**src/rtl/uart_tx_port.sv**
```systemverilog
// Bus-attached UART transmitter: FIFO-buffered TXDATA, STATUS register, 8N1 framing.
// Define UART_TX_PARITY_EN to insert an even-parity bit (8E1, 11-bit frame).
module uart_tx_port #(
  parameter int CLKS_PER_BIT = 16,
  parameter int FIFO_DEPTH   = 8
) (
  input  logic       clk,
  input  logic       reset_l,
  input  logic       cs,
  input  logic       rw,
  input  logic [1:0] addr,
  input  logic [7:0] data_in,
  output logic [7:0] data_out,
  output logic       tx
);

  localparam int AW  = $clog2(FIFO_DEPTH);
  localparam int CW  = AW + 1;
  localparam int BCW = 12;

  typedef enum logic [2:0] {IDLE, START, DATA, PARITY, STOP} state_t;

  state_t         state;
  logic [BCW-1:0] bit_cnt;
  logic [2:0]     bit_idx;
  logic [7:0]     shreg;

  logic [7:0]     mem [FIFO_DEPTH];
  logic [AW-1:0]  wr_ptr, rd_ptr;
  logic [CW-1:0]  count;
  logic           overflow;

  logic full, empty, busy, wr_req, rd_req, rd_stat, push, pop, ovf_set, bit_done;
  logic [7:0] status;

  assign full     = (count == CW'(FIFO_DEPTH));
  assign empty    = (count == '0);
  assign busy     = (state != IDLE);
  assign wr_req   = cs & ~rw & (addr == 2'd0);
  assign rd_req   = cs & rw;
  assign rd_stat  = rd_req & (addr == 2'd1);
  // A full FIFO drops the write even when the FSM pops on the same edge.
  assign push     = wr_req & ~full;
  assign ovf_set  = wr_req & full;
  assign bit_done = (bit_cnt == BCW'(CLKS_PER_BIT - 1));
  assign pop      = ~empty & ((state == IDLE) | ((state == STOP) & bit_done));
  assign status   = {4'b0000, overflow, busy, empty, full};

  always_ff @(posedge clk)
    if (push) mem[wr_ptr] <= data_in;

  always_ff @(posedge clk or negedge reset_l) begin
    if (!reset_l) begin
      wr_ptr <= '0;
      rd_ptr <= '0;
      count  <= '0;
    end else begin
      if (push) wr_ptr <= wr_ptr + AW'(1);
      if (pop)  rd_ptr <= rd_ptr + AW'(1);
      case ({push, pop})
        2'b10:   count <= count + CW'(1);
        2'b01:   count <= count - CW'(1);
        default: count <= count;
      endcase
    end
  end

  // Set wins over the read-clear so an overflow on the read edge is not lost.
  always_ff @(posedge clk or negedge reset_l) begin
    if (!reset_l)     overflow <= 1'b0;
    else if (ovf_set) overflow <= 1'b1;
    else if (rd_stat) overflow <= 1'b0;
  end

  always_ff @(posedge clk or negedge reset_l) begin
    if (!reset_l)    data_out <= 8'h00;
    else if (rd_req) data_out <= (addr == 2'd1) ? status : 8'h00;
  end

  always_ff @(posedge clk or negedge reset_l) begin
    if (!reset_l) begin
      state   <= IDLE;
      bit_cnt <= '0;
      bit_idx <= '0;
      shreg   <= '0;
      tx      <= 1'b1;
    end else begin
      case (state)
        IDLE: begin
          bit_cnt <= '0;
          tx      <= 1'b1;
          if (pop) begin
            shreg <= mem[rd_ptr];
            state <= START;
            tx    <= 1'b0;
          end
        end
        START: begin
          if (bit_done) begin
            state   <= DATA;
            bit_cnt <= '0;
            bit_idx <= '0;
            tx      <= shreg[0];
          end else bit_cnt <= bit_cnt + BCW'(1);
        end
        DATA: begin
          if (bit_done) begin
            bit_cnt <= '0;
            if (bit_idx == 3'd7) begin
`ifdef UART_TX_PARITY_EN
              state <= PARITY;
              tx    <= ^shreg;
`else
              state <= STOP;
              tx    <= 1'b1;
`endif
            end else begin
              bit_idx <= bit_idx + 3'd1;
              tx      <= shreg[bit_idx + 3'd1];
            end
          end else bit_cnt <= bit_cnt + BCW'(1);
        end
        PARITY: begin
          if (bit_done) begin
            state   <= STOP;
            bit_cnt <= '0;
            tx      <= 1'b1;
          end else bit_cnt <= bit_cnt + BCW'(1);
        end
        STOP: begin
          if (bit_done) begin
            bit_cnt <= '0;
            // Chain straight into the next start bit when more data is queued.
            if (pop) begin
              shreg <= mem[rd_ptr];
              state <= START;
              tx    <= 1'b0;
            end else state <= IDLE;
          end else bit_cnt <= bit_cnt + BCW'(1);
        end
        default: state <= IDLE;
      endcase
    end
  end

endmodule

```
**config.mk**
```make
export PLATFORM = sky130hd
export DESIGN_NAME = uart_tx_port
export DESIGN_NICKNAME = d
export VERILOG_FILES = /design/src/rtl/uart_tx_port.sv
export SDC_FILE = /design/constraint.sdc
export NUM_CORES = 1
export LEC_CHECK = 0
export ABC_AREA = 1
export CAP_MARGIN = 40
export CORE_ASPECT_RATIO = 0.9
export CORE_MARGIN = 2
export CORE_UTILIZATION = 40
export DETAILED_ROUTE_END_ITERATION = 12
export SLEW_MARGIN = 20
export SYNTH_ARGS = -nofsm -noshare
export SYNTH_HDL_FRONTEND = slang
export SYNTH_SLANG_ARGS = --single-unit
```
**constraint.sdc**
```tcl
create_clock -name clk -period 3.95 [get_ports clk]
set_input_delay 0.79 -clock clk [delete_from_list [all_inputs] [get_ports clk]]
set_output_delay 0.79 -clock clk [all_outputs]
set_load 0.005 [all_outputs]
```
Word-level counts from Yosys, hierarchy flattened
Memory sizes are Yosys's and may differ from the RTL's. Cells that the tools add are included. Widths: inputs -> output; s select.

Register bits: 46. Bits in latches: 0. RAM bits: 64. ROM bits: 0. Output and inout port bits: 9. Word-level logic and storage cells: 96. Memories kept: 1.

Add/subtract/negate cells: 6. $mul: 0. Div/mod/pow operators: 0. $lt $le $gt $ge: 1. Eq/ne operators: 18. Shift-type cells: 0. Mux-type cells: 33. Bitwise gates (word level): 12. Reduce and logical (&&, ||, !) cells: 15.

Memory list: mem (depth 8, width 8, read ports 1, clocked after Yosys merged registers in 0, wr ports 1, line 28) `logic [7:0] mem [FIFO_DEPTH];`.

Operators with widths (number): $mux 3 (9); $pmux 12 s2 (1); $mux 8 (2); $ne 2x2->1 const B (8); $pmux 8 s2 (1); $pmux 3 s5 (1); $mux 1 (13); $add 12x1->12 const B (1); $eq 12x4->1 const B (1); $mux 12 (1); $reduce_and 6->1 (2); $reduce_bool 2->1 (5); $add 3x1->3 const B (3); $and 1x1->1 (8); $pmux 4 s2 (1); $eq 3x2->1 const B (2); $eq 3x3->1 const B (2); $pmux 3 s2 (1); $pmux 1 s5 (1); $reduce_bool 5->1 (1); $add 4x1->4 const B (1); $eq 2x1->1 const B (2); $eq 4x4->1 const B (1); $logic_not 4->1 (1); 14 further kinds (16).

Logic depth before layout (Yosys ltp)
Gate-level depths: netlist (run 1).

Depth in word-level cells: 7. Mapped depth: 15. Mapped depth without buffers: 14.

Worst setup path after synthesis (run 1)
Ideal clock, no wire load.

Kind: input-to-reg. Start point: input rw. End point: memory mem[4][0] (enable). Arrival: 1.969 ns. Required time: 3.567 ns. Setup slack: 1.598 ns. Stages on the path: 6. Cells stage by stage: nor2_1 -> nand3_1 -> inv_1 -> nand2_1 -> or2_1 -> nor3_1.

Longest elaborated chain between the ends: 6.

Ends and longest elaborated chain: start, declared (line 10) `input logic rw,`; $not 1->1 (line 39) `assign wr_req = cs & ~rw & (addr == 2'd0);`; $and 1x1->1 (2 in a row) (line 39); $and 1x1->1 (line 43) `assign push = wr_req & ~full;`; $mux 1 (line 50) `if (push) mem[wr_ptr] <= data_in;`; $mux 1 (implied by the code) (line 50); end, declared (line 28).

No other way between the ends.

Worst setup path in the final report (run 1)
Start point: input rw. End point: register count[2].

Longest elaborated chain between the ends: 6. Elaborated cells between the ends (all ways): 8.

Ends and longest elaborated chain: $not 1->1 (*) (line 39); $and 1x1->1 (*) (2 in a row) (line 39); $and 1x1->1 (*) (line 43); $eq 2x1->1 or $eq 2x2->1 (tied branches) (line 60) `case ({push, pop})`; $pmux 4 s2 or $reduce_bool 2->1 (tied branches); end signal, assigned (line 61) `2'b10: count <= count + CW'(1);`; end signal, assigned (line 62) `2'b01: count <= count - CW'(1);`; end signal, assigned (line 63) `default: count <= count;`; end, declared (line 30) `logic [CW-1:0] count;`.

Every way passes the cells marked *; elsewhere a longest branch is shown, timed or not. A chain may end at the register's enable or synchronous reset.

==> impl_metrics.env, run 1 <==
export IMPL_status="complete, no violations"
export IMPL_start_util=0.406
export IMPL_die_area_mm2=0.0130
export IMPL_yosysWarnings=0
export IMPL_holdWs_ns=0.343
export IMPL_timing_final_crit_share=0.661
export IMPL_ys_seq_area_frac=0.613
export IMPL_hold_path_class="input pin to async pin"
export IMPL_clk_latency_ns=0.34
export IMPL_worstSetupStartpointType="input pin"
export IMPL_dpl_cell_area_mm2=0.00521
export IMPL_fin_crit_ns=2.61
export IMPL_multi_input_area_mm2=0.00165
export IMPL_antenna_found_initial=0
export IMPL_post_drt_wl_per_cell_um=15.3
export IMPL_hold_viol_final=0
export IMPL_dp_hpwl_um=7120
export IMPL_port_buffers=18
export IMPL_fill_cells=1140
export IMPL_relSlewSlack=0.549
export IMPL_cts_made_buffers=9
export IMPL_crit_family="buffers and inverters"
export IMPL_yosysTopAreaCellShare=0.396
export IMPL_rows=38
export IMPL_cp_end_kind="register"
export IMPL_synth_seq_cells=106
export IMPL_p_per_area_mw_per_mm2=415
export IMPL_num_vias=3309
export IMPL_io_pins=23
export IMPL_core_area_mm2=0.0119
export IMPL_synth_ff_type="edfxtp_1"
export IMPL_syn_mean_instance_area_um2=10.2
export IMPL_first_global_vias=3191
export IMPL_syn_area_mm2=0.00485
export IMPL_crit_arrival_ns=2.85
export IMPL_syn_to_final_growth_pct=13.7
export IMPL_final_common_cell="nand2_1"
export IMPL_die_w_um=120
export IMPL_hold_buffers=0
export IMPL_path_class="input pin to register"
export IMPL_final_seq_area_mm2=0.00297
export IMPL_h_tree_depth=3
export IMPL_fp_dieH_um=108
export IMPL_synthDistinctLibCells=42
export IMPL_ir_drop_mv=0.217
export IMPL_syn_inst=475
export IMPL_postSynth_asyncResetShare=0.396
export IMPL_critPathBufInv=2
export IMPL_grt_max_degree=35
export IMPL_clock_sinks=106
export IMPL_drt_iter0_drc=311
export IMPL_grt_setup_unrepaired="no"
export IMPL_synth_area_leaders="edfxtp_1 (40%), dfrtp_1 (21%), nand2_1 (7.9%), o21ai_0 (4.3%), nor2_1 (4.2%)"
export IMPL_grt_pass1_wl_um=16400
export IMPL_clock_fmax_ghz=0.383
export IMPL_final_cell_area_mm2=0.00551
export IMPL_drv_slew=0
export IMPL_synth_edff_count=64
export IMPL_cts_tree="done"
export IMPL_leakagePower_uw=0.00223
export IMPL_antennaDiodeCount=0
export IMPL_crit_required_ns=4.19
export IMPL_cts_root_buf="clkbuf_16"
export IMPL_yosysTopAreaCell="edfxtp_1"
export IMPL_crit_path_max_fanout=5
export IMPL_finalSetupViolations=0
export IMPL_tightest_slew_ns=0.674
export IMPL_grt_ovfl_total=0
export IMPL_place_gp_congestion=0.852
export IMPL_crit_path_cell_trace="clkdlybuf4s50_1 > nor2_1 > nand3_1 > inv_1 > nand2_1 > ha_1 > xor2_1 > ha_1 > a21oi_1 > a21oi_1 > o21ai_0 > o21a_1"
export IMPL_slowest_stage="clkdlybuf4s50_1"
export IMPL_setup_tns_ns=0
export IMPL_dr_pass1_iters=4
export IMPL_worst_clock_skew_ns=0.00667
export IMPL_grt_usage=0.167
export IMPL_cap_violations=0
export IMPL_ant_nets=0
export IMPL_layout_common_cells="nand2_1 (102), edfxtp_1 (64), nor2_1 (54), o21ai_0 (42), dfrtp_1 (41)"
export IMPL_clk_pin_slew_ns=0.07
export IMPL_max_stage_delay_ns=0.45
export IMPL_postCtsSetupBuffers=0
export IMPL_drc=0
export IMPL_drive_gt1_frac=0.137
export IMPL_wl_um=10200
export IMPL_ctsLongestPathBuffers=2
export IMPL_cts_resized_gates=0
export IMPL_via_per_inst=4.98
export IMPL_fin_nets=522
cells in the mapped netlist, types with 2 or more instances:
cell type and count:
o21ai_1 3, nand2_4 2, o22ai_1 18, xnor2_1 2
o21ai_0 42, edfxtp_1 64, nor2_4 3, a31oi_1 2
buf_2 2, dfrtp_1 41, nand2_2 17, nor3_1 7
xor2_1 7, nand3_2 2, ha_1 8, inv_2 9
buf_4 4, a21oi_1 5, clkbuf_1 7, clkinv_1 2
inv_4 2, nand4_1 2, nand2_1 102, nand3_1 20
nor2_2 3, inv_1 26, nor2_1 54, o21ai_2 2
o31ai_1 3, nor3_2 2
cell type report:
class,count,share of cell area
flip-flops and latches,106,0.540
well taps,160,0.0363
repair buffers,25,0.0450
clock inverters,6,0.0107
clock buffers,9,0.0409
inverters,39,0.0275
multi-input cells,319,0.300
cells by family after synthesis:
group | synth area share
AOI/OAI and AO/OA | 0.0955
and+or+nand+nor | 0.205
adders and majority gates | 0.0206
xor gates and xnor gates | 0.0163
other | 0.000773
buffers and inverters | 0.0480
DFF | 0.613
metal layers:
metal,up-vias,global-route usage,share of wire
met2,68,0.274,0.47
met3,11,0.0338,0.047
li1,1650,-,-
met5,-,0,0
met1,1580,0.225,0.47
met4,0,0.0479,0.0096
state kept, by name, summed over array words and instances, names as in the netlist:
| register | count |
|---|---|
| mem | 64 |
| bit_cnt | 12 |
| shreg | 8 |
| count | 4 |
| data_out | 4 |
| bit_idx | 3 |
| rd_ptr | 3 |
| state | 3 |
| wr_ptr | 3 |
| overflow | 1 |
| tx | 1 |
stage by stage:
stage / worst slack [ns] / instances / total power [µW] / util
final: 1.34 / 664 / 2290 / 0.462
after global placement: 1.12 / 647 / 1450 / 0.435
after floorplan: 1.60 / 478 / 1380 / -
after global routing: 1.14 / 664 / 2390 / 0.462
after CTS: 1.34 / 663 / 2310 / 0.460
after detailed placement: 1.02 / 648 / 1460 / 0.437
power breakdown:
group / total (µW) / switching [µW] / internal, µW
logic: 163 / 101 / 62.0
registers: 1270 / 45.2 / 1230
clock network: 852 / 413 / 439
total: 2290 / 559 / 1730
final timing paths:
| check | startpoint | depth (start not counted) | slack, ns | to |
|---|---|---|---|---|
| max | rw | 12 | 1.34 | count[2]$_DFFE_PN0P_ |
| min | reset_l | 1 | 0.34 | shreg[0]$_DFFE_PN0P_ |
| max reg2reg | bit_cnt[0]$_DFFE_PN0P_ | 14 | 1.35 | count[2]$_DFFE_PN0P_ |
| min reg2reg | tx$_DFFE_PN1P_ | 2 | 0.48 | tx$_DFFE_PN1P_ |
| max in group asynchronous | reset_l | 2 | 3.06 | tx$_DFFE_PN1P_ |
| min in group clk | tx$_DFFE_PN1P_ | 2 | 0.48 | tx$_DFFE_PN1P_ |
No activity file was read; power rests on OpenSTA's default activity.
==> run 2: changes to the inputs <==
==> constraint.sdc (replaced) <==
create_clock -name clk -period 2.1 [get_ports clk]
set_input_delay 0.42 -clock clk [delete_from_list [all_inputs] [get_ports clk]]
set_output_delay 0.42 -clock clk [all_outputs]
set_load 0.005 [all_outputs]
==> impl_metrics.env, run 2 (same netlist as run 1, synthesis figures left out) <==
export IMPL_status="finished, violations left"
export IMPL_violations="negative setup slack"
export IMPL_clk_latency_ns=0.35
export IMPL_grt_usage=0.165
export IMPL_timing_final_crit_share=1.00
export IMPL_largestRegisters="mem (64), bit_cnt (12), shreg (8)"
export IMPL_place_gp_congestion=0.846
export IMPL_antenna_found_initial=0
export IMPL_largest_reg_flops=64
export IMPL_r2r_start="bit_cnt[1]$_DFFE_PN0P_"
export IMPL_post_drt_wl_per_cell_um=14.3
export IMPL_port_buffers=18
export IMPL_dr_pass1_iters=4
export IMPL_ant_nets=0
export IMPL_multi_input_area_mm2=0.00172
export IMPL_fp_dieH_um=108
export IMPL_cts_made_buffers=9
export IMPL_fill_cells=1074
export IMPL_final_common_cell="nand2_1"
export IMPL_cts_root_buf="clkbuf_16"
export IMPL_final_seq_area_mm2=0.00297
export IMPL_ir_drop_mv=0.596
export IMPL_clock_sinks=106
export IMPL_syn_to_final_growth_pct=19.9
export IMPL_tightest_slew_ns=0.527
export IMPL_h_tree_depth=3
export IMPL_die_area_mm2=0.0130
export IMPL_timing_rr_end="count[2]$_DFFE_PN0P_"
export IMPL_ctsLongestPathBuffers=2
export IMPL_clock_fmax_ghz=0.475
export IMPL_dp_hpwl_um=6940
export IMPL_finish_cell_count_without_fillers=694
export IMPL_antennaDiodeCount=0
export IMPL_first_global_vias=3320
export IMPL_drv_slew=0
export IMPL_hold_path_class="input pin to async pin"
export IMPL_fin_nets=552
export IMPL_drt_iter0_drc=292
export IMPL_p_per_area_mw_per_mm2=773
export IMPL_rows=38
export IMPL_core_area_mm2=0.0119
export IMPL_hold_viol_final=0
export IMPL_fin_crit_ns=2.11
export IMPL_path_class="register to register"
export IMPL_grt_ovfl_total=0
export IMPL_final_setup_worst_slack_ns=-0.00645
export IMPL_relSlewSlack=0.649
export IMPL_die_w_um=120
export IMPL_dp_cells=672
export IMPL_top_register="mem"
export IMPL_cts_tree="done"
export IMPL_grt_max_degree=34
export IMPL_drc=0
export IMPL_start_util=0.406
export IMPL_wl_um=9950
export IMPL_cp_end_kind="register"
export IMPL_final_core_util=0.487
export IMPL_leakagePower_uw=0.00239
export IMPL_via_per_inst=4.91
export IMPL_clk_pin_slew_ns=0.07
export IMPL_num_vias=3407
export IMPL_preCtsSetupSlack_ns=-0.283
export IMPL_crit_required_ns=2.35
export IMPL_worstSetupStartpointType="register"
export IMPL_p_total_uw=4490
export IMPL_drive_gt1_frac=0.200
export IMPL_grt_setup_unrepaired="yes"
export IMPL_crit_arrival_ns=2.35
export IMPL_io_pins=23
export IMPL_worst_clock_skew_ns=0.00883
export IMPL_reg2reg_slack_ns=-0.006
export IMPL_layout_common_cells="nand2_1 (102), edfxtp_1 (64), nor2_1 (53), o21ai_0 (41), dfrtp_1 (41)"
export IMPL_crit_path_max_fanout=3
export IMPL_grt_pass1_wl_um=16400
export IMPL_finalSetupViolations=1
export IMPL_r2r_cells=14
export IMPL_cap_violations=0
[run 2: cell types whose count changed in the layout (fill, tap and decap cells not counted), sizes merged]
cell | before | now
buf | 8 | 38
inv | 41 | 40
clkinv | 3 | 4
bufinv | 0 | 1
clkinvlp | 1 | 0
[run 2: what timing repair did]
item	in CTS	in global routing
buffers inserted	2	5
endpoints found under the setup margin	1	2
resized for setup	1	5
hold buffers	0	0
pin swaps	1	7
[run 2: layer usage]
layer,vias to the layer above,part of all wire,GRT usage
li1,1713,-,-
met1,1636,0.46,0.217
met2,48,0.49,0.271
met3,10,0.039,0.0390
met4,0,0.011,0.0521
met5,-,0,0
[run 2: layout make-up]
cell class,instances,area share
flip-flops and latches,106,0.512
inverters,39,0.0260
clock inverters,6,0.0125
well taps,160,0.0344
clock buffers,9,0.0388
repair buffers,55,0.0801
multi-input cells,319,0.296
[run 2: worst max-delay path by stage]
stage          slack [ns]                    from              endpoint  cells after the start
2_1_floorplan       -0.03  bit_cnt[0]$_DFFE_PN0P_  count[2]$_DFFE_PN0P_                     15
3_3_place_gp        -0.20                      rw  count[2]$_DFFE_PN0P_                     12
3_5_place_dp        -0.28                      rw  count[2]$_DFFE_PN0P_                     12
4_1_cts             0.001  bit_cnt[1]$_DFFE_PN0P_  count[2]$_DFFE_PN0P_                     14
5_1_grt             -0.12  bit_cnt[1]$_DFFE_PN0P_  count[2]$_DFFE_PN0P_                     14
6_report           -0.006  bit_cnt[1]$_DFFE_PN0P_  count[2]$_DFFE_PN0P_                     14
[run 2: where the power goes]
group / internal (µW) / switching (µW)
registers: 2300 / 67.5
logic: 165 / 237
clock network: 935 / 782
total: 3400 / 1090
[run 2: worst max-delay path, stage by stage (launching register included)]
cell     delay [ns]
dfrtp_1        0.40
ha_4           0.18
nand3_4        0.08
nor2_4         0.13
nand2_2        0.08
nand2_2        0.09
nand2_4        0.06
inv_4          0.07
ha_4           0.16
xor2_4         0.16
ha_2           0.20
a21oi_2        0.04
a21oi_1        0.15
o21ai_1        0.09
o21a_1         0.11
[run 2: metrics by stage]
step                instance area [µm²]   TNS, ns  hold WS, ns
finish                             5810  -0.00645       0.0380
global route                       5810    -0.192       0.0670
CTS                                5750         0       0.0446
detailed placement                 5420     -5.86        0.423
global placement                   5420     -3.87        0.416
floorplan                          4890   -0.0290        0.124
